## src/rtl/ssd_scan_scheduler.sv

```systemverilog
// ssd_scan_scheduler: eight-digit seven-segment scan controller with
// inter-digit blanking and frame-boundary arbitration between the score
// source (default owner) and an on-demand debug source.
//
// state     | meaning
// ----------+---------------------------------------------------------
// ST_SCORE  | score source owns the display; debug grant checked at FB
// ST_DEBUG  | debug source owns the display for at least HOLD_FRAMES
module ssd_scan_scheduler #(
    parameter int DIGIT_CYCLES = 262144,
    parameter int BLANK_CYCLES = 4096,
    parameter int HOLD_FRAMES  = 4
) (
    input  logic        ClkPort,
    input  logic        Reset,
    input  logic [31:0] score_val_i,
    input  logic [7:0]  score_en_i,
    input  logic [7:0]  score_dp_i,
    input  logic        dbg_req_i,
    input  logic [31:0] dbg_val_i,
    output logic        dbg_ack_o,
    output logic        src_o,
    output logic [7:0]  An_o,
    output logic [6:0]  Seg_o,
    output logic        Dp_o
);

    localparam int             CW        = (DIGIT_CYCLES > 1) ? $clog2(DIGIT_CYCLES) : 1;
    localparam logic [CW-1:0]  CNT_LAST  = CW'(DIGIT_CYCLES - 1);
    localparam logic [CW-1:0]  CNT_BLANK = CW'(BLANK_CYCLES);
    localparam logic [7:0]     HOLD_MAX  = 8'(HOLD_FRAMES);
    localparam logic [7:0]     HOLD_REL  = 8'(HOLD_FRAMES - 1);

    typedef enum logic {
        ST_SCORE = 1'b0,
        ST_DEBUG = 1'b1
    } state_t;

    logic [CW-1:0] cnt_q, cnt_d;
    logic [2:0]    idx_q, idx_d;
    logic          fb;

    state_t        state_q;
    logic [7:0]    frame_cnt_q;
    logic [31:0]   frame_val_q;
    logic [7:0]    frame_en_q;
    logic [7:0]    frame_dp_q;

    logic [7:0]    an_q;
    logic [6:0]    seg_q;
    logic          dp_q;
    logic [3:0]    nib;

    // Hex digit to active-low {a,b,c,d,e,f,g}
    function automatic logic [6:0] hex7(input logic [3:0] n);
        logic [6:0] s;
        case (n)
            4'h0: s = 7'b0000001;
            4'h1: s = 7'b1001111;
            4'h2: s = 7'b0010010;
            4'h3: s = 7'b0000110;
            4'h4: s = 7'b1001100;
            4'h5: s = 7'b0100100;
            4'h6: s = 7'b0100000;
            4'h7: s = 7'b0001111;
            4'h8: s = 7'b0000000;
            4'h9: s = 7'b0000100;
            4'hA: s = 7'b0001000;
            4'hB: s = 7'b1100000;
            4'hC: s = 7'b0110001;
            4'hD: s = 7'b1000010;
            4'hE: s = 7'b0110000;
            default: s = 7'b0111000;
        endcase
        return s;
    endfunction

    // Slot counter / digit index next-state and frame-boundary decode
    always_comb begin
        fb    = (cnt_q == CNT_LAST) && (idx_q == 3'd7);
        cnt_d = (cnt_q == CNT_LAST) ? '0 : cnt_q + 1'b1;
        idx_d = (cnt_q == CNT_LAST) ? idx_q + 3'd1 : idx_q;
    end

    // Slot counter and digit index registers
    always_ff @(posedge ClkPort or posedge Reset) begin
        if (Reset) begin
            cnt_q <= '0;
            idx_q <= '0;
        end else begin
            cnt_q <= cnt_d;
            idx_q <= idx_d;
        end
    end

    // Ownership FSM: decide at FB, then latch the new owner's frame content
    always_ff @(posedge ClkPort or posedge Reset) begin
        if (Reset) begin
            state_q     <= ST_SCORE;
            frame_cnt_q <= '0;
            frame_val_q <= '0;
            frame_en_q  <= '0;
            frame_dp_q  <= '0;
        end else if (fb) begin
            case (state_q)
                ST_SCORE: begin
                    if (dbg_req_i) begin
                        state_q     <= ST_DEBUG;
                        frame_cnt_q <= '0;
                        frame_val_q <= dbg_val_i;
                        frame_en_q  <= 8'hFF;
                        frame_dp_q  <= 8'h01;
                    end else begin
                        frame_val_q <= score_val_i;
                        frame_en_q  <= score_en_i;
                        frame_dp_q  <= score_dp_i;
                    end
                end
                default: begin
                    if (!dbg_req_i && (frame_cnt_q >= HOLD_REL)) begin
                        state_q     <= ST_SCORE;
                        frame_val_q <= score_val_i;
                        frame_en_q  <= score_en_i;
                        frame_dp_q  <= score_dp_i;
                    end else begin
                        if (frame_cnt_q < HOLD_MAX) begin
                            frame_cnt_q <= frame_cnt_q + 8'd1;
                        end
                        frame_val_q <= dbg_val_i;
                        frame_en_q  <= 8'hFF;
                        frame_dp_q  <= 8'h01;
                    end
                end
            endcase
        end
    end

    assign nib = frame_val_q[{idx_q, 2'b00} +: 4];

    // Registered display drive: dark during blanking or for disabled digits
    always_ff @(posedge ClkPort or posedge Reset) begin
        if (Reset) begin
            an_q  <= 8'hFF;
            seg_q <= 7'h7F;
            dp_q  <= 1'b1;
        end else if ((cnt_q < CNT_BLANK) || !frame_en_q[idx_q]) begin
            an_q  <= 8'hFF;
            seg_q <= 7'h7F;
            dp_q  <= 1'b1;
        end else begin
            an_q  <= ~(8'd1 << idx_q);
            seg_q <= hex7(nib);
            dp_q  <= ~frame_dp_q[idx_q];
        end
    end

    // The ack must be visible in the FB cycle itself, so it is decoded from
    // the registered counters/state and the live request rather than flopped.
    assign dbg_ack_o = fb && (state_q == ST_SCORE) && dbg_req_i;
    assign src_o     = (state_q == ST_DEBUG);
    assign An_o      = an_q;
    assign Seg_o     = seg_q;
    assign Dp_o      = dp_q;

endmodule
```

## config.mk

```make
export PLATFORM = sky130hd
export DESIGN_NAME = ssd_scan_scheduler
export DESIGN_NICKNAME = d
export VERILOG_FILES = /design/src/rtl/ssd_scan_scheduler.sv
export SDC_FILE = /design/constraint.sdc
export NUM_CORES = 1
export LEC_CHECK = 0
export BUFFER_PORTS_ARGS = -buffer_cell sky130_fd_sc_hd__buf_2
export CAP_MARGIN = 20
export CORE_ASPECT_RATIO = 1.25
export CORE_MARGIN = 10
export CORE_UTILIZATION = 30
export DETAILED_ROUTE_END_ITERATION = 6
export PLACE_DENSITY = 0.54
export SLEW_MARGIN = 10
export SYNTH_ARGS = -nofsm -noshare
export SYNTH_HDL_FRONTEND = slang
export SYNTH_SLANG_ARGS = --single-unit
```

## constraint.sdc

```tcl
create_clock -name ClkPort -period 2.9 [get_ports ClkPort]
set_clock_uncertainty 0.05 [all_clocks]
set_input_delay 0.58 -clock ClkPort [delete_from_list [all_inputs] [get_ports ClkPort]]
set_output_delay 0.58 -clock ClkPort [all_outputs]
set_load 0.1 [all_outputs]
```

# After elaboration in Yosys (flattened, before gate mapping)
# Memory sizes are Yosys's and may differ from the RTL's.
# Cells that the tools add are included.
# op_classes
n_addsub	3
n_shift	2
order_cmp	4
reduce_logical	9
bitwise_logic	3
n_eq_ne	4
mux	24
# ops
operator	count
two-way mux 32 bit	3
two-way mux 8 bit	11
indexed part select 32 x 6 -> 4 bit	1
adder 18 x 1 -> 18 bit, second input constant	1
== test 18 bit, second input constant	1
less-than comparator 18 x 13 -> 1 bit, second input constant	1
two-way mux 18 bit	1
adder 8 x 1 -> 8 bit, second input constant	1
>= comparator 8 x 2 -> 1 bit, second input constant	1
less-than comparator 8 x 3 -> 1 bit, second input constant	1
inverter 8 bit	1
left shift 1 x 3 -> 8 bit, first input constant	1
two-way mux 7 bit	1
binary-select mux 1 bit (select 3 bit)	2
two-way mux 1 bit	6
logical AND 1 bit	4
less-than comparator 3 x 4 -> 1 bit, second input constant	1
AND reduction 4 bit	1
adder 3 x 1 -> 3 bit, second input constant	1
== test 3 bit, second input constant	1
zero test 1 bit	2
!= test 2 x 1 -> 1 bit, second input constant	1
!= test 2 bit, second input constant	1
inverter 1 bit	2
other kinds (2)	2
# word_totals
mem_count	1
inputBits	83
reg_bits	94
rom_bits	112
# memory_table
memory	depth	width	rd	rd_ports_with_merged_regs	wr	line_no	rtl
(no name shown)	16	7	1	0	0	57	case (n)

# Longest topological paths before layout
# depth
word_depth	5
mapped_depth	11
mapped_depth_nobuf	9

# Worst setup path after synthesis
# No wires, ideal clock.
# synth_timing
kind	register to output
startpoint	reg cnt_q[0]
endpoint	out dbg_ack_o
stages_incl_launch_ff	6
slack_ns	-1.087
required_ns	2.270
arrival_time_ns	3.357
path_cell_list	dfrtp_1 ha_1 nand3_1 nor2_2 nand4_1 nor3b_1
# synth_via
elab_chain_cells	4
# synth_rtl
element	line_no	rtl
from (decl)	39	logic [CW-1:0] cnt_q, cnt_d;
from (signal assigned)	91	cnt_q <= cnt_d;
== test 18 bit	80	fb = (cnt_q == CNT_LAST) && (idx_q == 3'd7);
logical AND 1 bit	80	
logical AND 1 bit (2 in series)	159	assign dbg_ack_o = fb && (state_q == ST_SCORE) && dbg_req_i;
to (decl)	21	output logic dbg_ack_o,
# Every way passes these cells.

# Worst setup path after layout
# layout_timing
startpoint	reg idx_q[0]
endpoint	out dbg_ack_o
# layout_via
elab_chain_cells	4
# layout_rtl
element	line_no	rtl
from (decl)	40	logic [2:0] idx_q, idx_d;
from (signal assigned)	92	idx_q <= idx_d;
== test 3 bit	80	
logical AND 1 bit	80	
logical AND 1 bit (2 in series)	159	
# Every way passes these cells.

==> impl_results.md <==
- Htree depth: 3
- R2R Setup Slk: approximately 0.33 ns
- Crit Path Class: register to primary output
- Synth warn: 0
- Vias: 3406
- Setup violators final: 0
- Max-Cap Viols: 0
- Utilization after layout: 37.9%
- Clk sink count: 94
- Vias per cell: about 4.6
- Die H: 159 um
- Startpoint types: register
- RSZ-0062 raised after global routing: no
- Ys async rst share: 100%
- Placed inst area: 0.00541 mm2
- Clock transition at path regs: 0.07 ns
- List of most frequent post-synthesis cells: dfrtp_1, nand2_1, mux2i_1
- Final Cycle Share: between 90 and 100%
- Pwr dens: around 460 mW/mm2
- Post-DP HPWL: 8.50 mm
- Synth area leader: dfrtp_1
- Vias in the first global route: 3733
- Ant diodes: 0
- Drt pass-1 iters: 4
- First DRT Iteration DRCs: 199
- Share of cells above drive strength 1: 28.1%
- Syn_nets: approximately 530
- Sequential fraction of the synthesis area: approximately half
- Antenna Violating Nets Remaining: 0
- Later-pin clock latency in the skew report: between 0.3 and 0.4 ns
- Crit-path max FO: 8
- Yosys top cell area share: ~42%
- Die W: ~130 um
- Worst path cell trace: ha_1, ha_1, nand4_1, nor3b_2, buf_12
- CTS tree: done
- CP bufs+invs: 1
- Grt ovf: 0
- Maximum vdd drop: 273 uV
- Post-synth EDFFs: 0
- Reg2reg end: Seg_o[2]$_DFF_PP1_
- CP dominant cell by count: ha_1
- FMAX: 0.372 GHz
- Reg2reg path depth: 10
- IO Count: a little over 100
- Postcts setup bufs: 0
- Die area: 0.0209 mm2
- Worst setup margin: 0.212 ns
- Fin area: 0.00572 mm2
- Pleak: around 0.0028 uW
- Ys flop type: dfrtp_1
- CP Data Arrival Time: 2.06 ns
- CTS root buf: clkbuf_16
- Cell variety after synth: 42
- Cell with the most instances after synthesis: dfrtp_1
- Gp weighted congestion: approximately 0.75
- Critical Path RT: approximately 2.3 ns
- Mean post-synth cell area: between 10 and 15 um2
- Min-Delay Path Class: primary input to async pin
- CORE AREA: 0.0151 mm2
- Critical Path Max Stage Delay: 0.54 ns
- WL/cell: 15.0 um
- Tot GR Track Use: ~11%
- Top cells by area, synth: dfrtp_1, dfstp_2, mux2i_1
- CTS resizes: 0
- Total Wirelength: 11.2 mm
- Nets@finish: 626
- Place WS: approximately 0.34 ns
- Final Hold Viols: 0
- Max-slew headroom: 43.6%
- Family with the most delay on the worst path: flip-flops
- Initial antenna violation count: 0
- Hold buffers post-CTS: 0
- Synthesis-stage register bit count: 94
- FILL cells: 1510
- Outcome: finished clean
- Slowest cell on crit path: dfrtp_1
- Drt drc: 0
- Post-Syn Area: 0.00464 mm2
- WP depth: 5
- P&R area growth vs syn: 23.1%
- Crit end category: primary output
- Critical R2R Launch: idx_q[0]$_DFFE_PP0N_
- First-pass GRT wire length: 18.7 mm
- Port bufs: 100
- CTS buffer count: 9
- Synth Instances: 431
- Site Rows: 50
- Slew @ Worst Pin: 0.844 ns
- Post-layout minimum cycle time: 2.69 ns
- Initial Util: between 30 and 40%
- CTS Buffer Depth: 2
- Maximum number of pins on one net before global-route repair: just over 80
- Final Max Tran Viols: 0
-- cells by family (layout without fill, tap and decap cells) --
family	Yosys count	after routing	share of synthesized area (%)
compound gates	52	52	6.41
xor+xnor	16	16	3.02
fa+ha+maj	14	14	3.77
buf+inv	32	135	3.45
flops	94	94	51.1
mux	56	56	16.0
simple gates	167	167	16.3
-- layer usage --
metal | wire length (um) | up-vias | track usage (%) | share of wire, %
met2 | 5430 | 92 | 17.6 | 49
met5 | 0 | - | 0 | 0
met4 | 214 | 0 | 4.26 | 1.9
met1 | 5010 | 1607 | 13.4 | 45
met3 | 497 | 13 | 2.46 | 4.5
li1 | - | 1694 | - | -
-- worst max path at each step --
stage | start | end
final | idx_q[0]$_DFFE_PP0N_ | dbg_ack_o
after global routing | idx_q[0]$_DFFE_PP0N_ | dbg_ack_o
after CTS | idx_q[0]$_DFFE_PP0N_ | dbg_ack_o
after detailed placement | idx_q[0]$_DFFE_PP0N_ | Seg_o[2]$_DFF_PP1_
after global placement | idx_q[0]$_DFFE_PP0N_ | Seg_o[3]$_DFF_PP1_
after floorplan | cnt_q[0]$_DFF_PP0_ | dbg_ack_o
-- worst register-to-register path: cells and delay by family (launching register included) --
kind            cells  cell delay, ns
fa+ha+maj           1            0.20
flops               1            0.54
buf+inv             3            0.50
simple gates        3            0.39
compound gates      2            0.25
mux                 1            0.58
-- flip-flops by register name, indices dropped and copies added, names as in the netlist --
register     cells
frame_val_q     32
cnt_q           18
An_o             8
frame_cnt_q      8
frame_dp_q       8
frame_en_q       8
Seg_o            7
idx_q            3
Dp_o             1
src_o            1
-- per-stage QoR --
step	std cells	hold WS, ns	setup TNS [ns]	total power (uW)
2_1_floorplan	431	0.380	-0.0968	1390
3_3_place_gp	726	0.396	0	1460
3_5_place_dp	726	0.410	0	1460
4_1_cts	742	0.383	0	2680
5_1_grt	742	0.422	0	2740
6_report	742	0.340	0	2640
-- power by group --
| group | switching [uW] | internal [uW] | total [uW] |
|---|---|---|---|
| clock network | 525 | 680 | 1200 |
| registers | 3.55 | 1320 | 1320 |
| logic | 57.4 | 57.9 | 115 |
-- final cells by class --
type	instances	area (um2)	share of cell area, %
Tap cell	208	260	4.55
Sequential cell	94	2370	41.5
Timing Repair Buffer	109	621	10.9
Clock buffer	9	225	3.94
Inverter	10	41.3	0.722
Multi-Input combinational cell	305	2120	37.0
Clock inverter	7	80.1	1.40
-- cells in the final DEF (no fill, tap or decap), drive strengths merged, types with 2 or more instances in the layout --
cell type	count
and2	5
and4	6
o221ai	4
dfstp	16
o211ai	2
nand2b	2
clkinv	3
nand2	76
inv	11
and3	6
nor2b	4
mux4	11
o21ai	37
nor2	36
xnor2	4
nand3	15
ha	14
clkbuf	9
a21oi	5
mux2	3
clkinvlp	2
mux2i	42
buf	109
xor2	12
dfrtp	78
nand4	5
nor3	9
(Power assumes the default switching activity.)
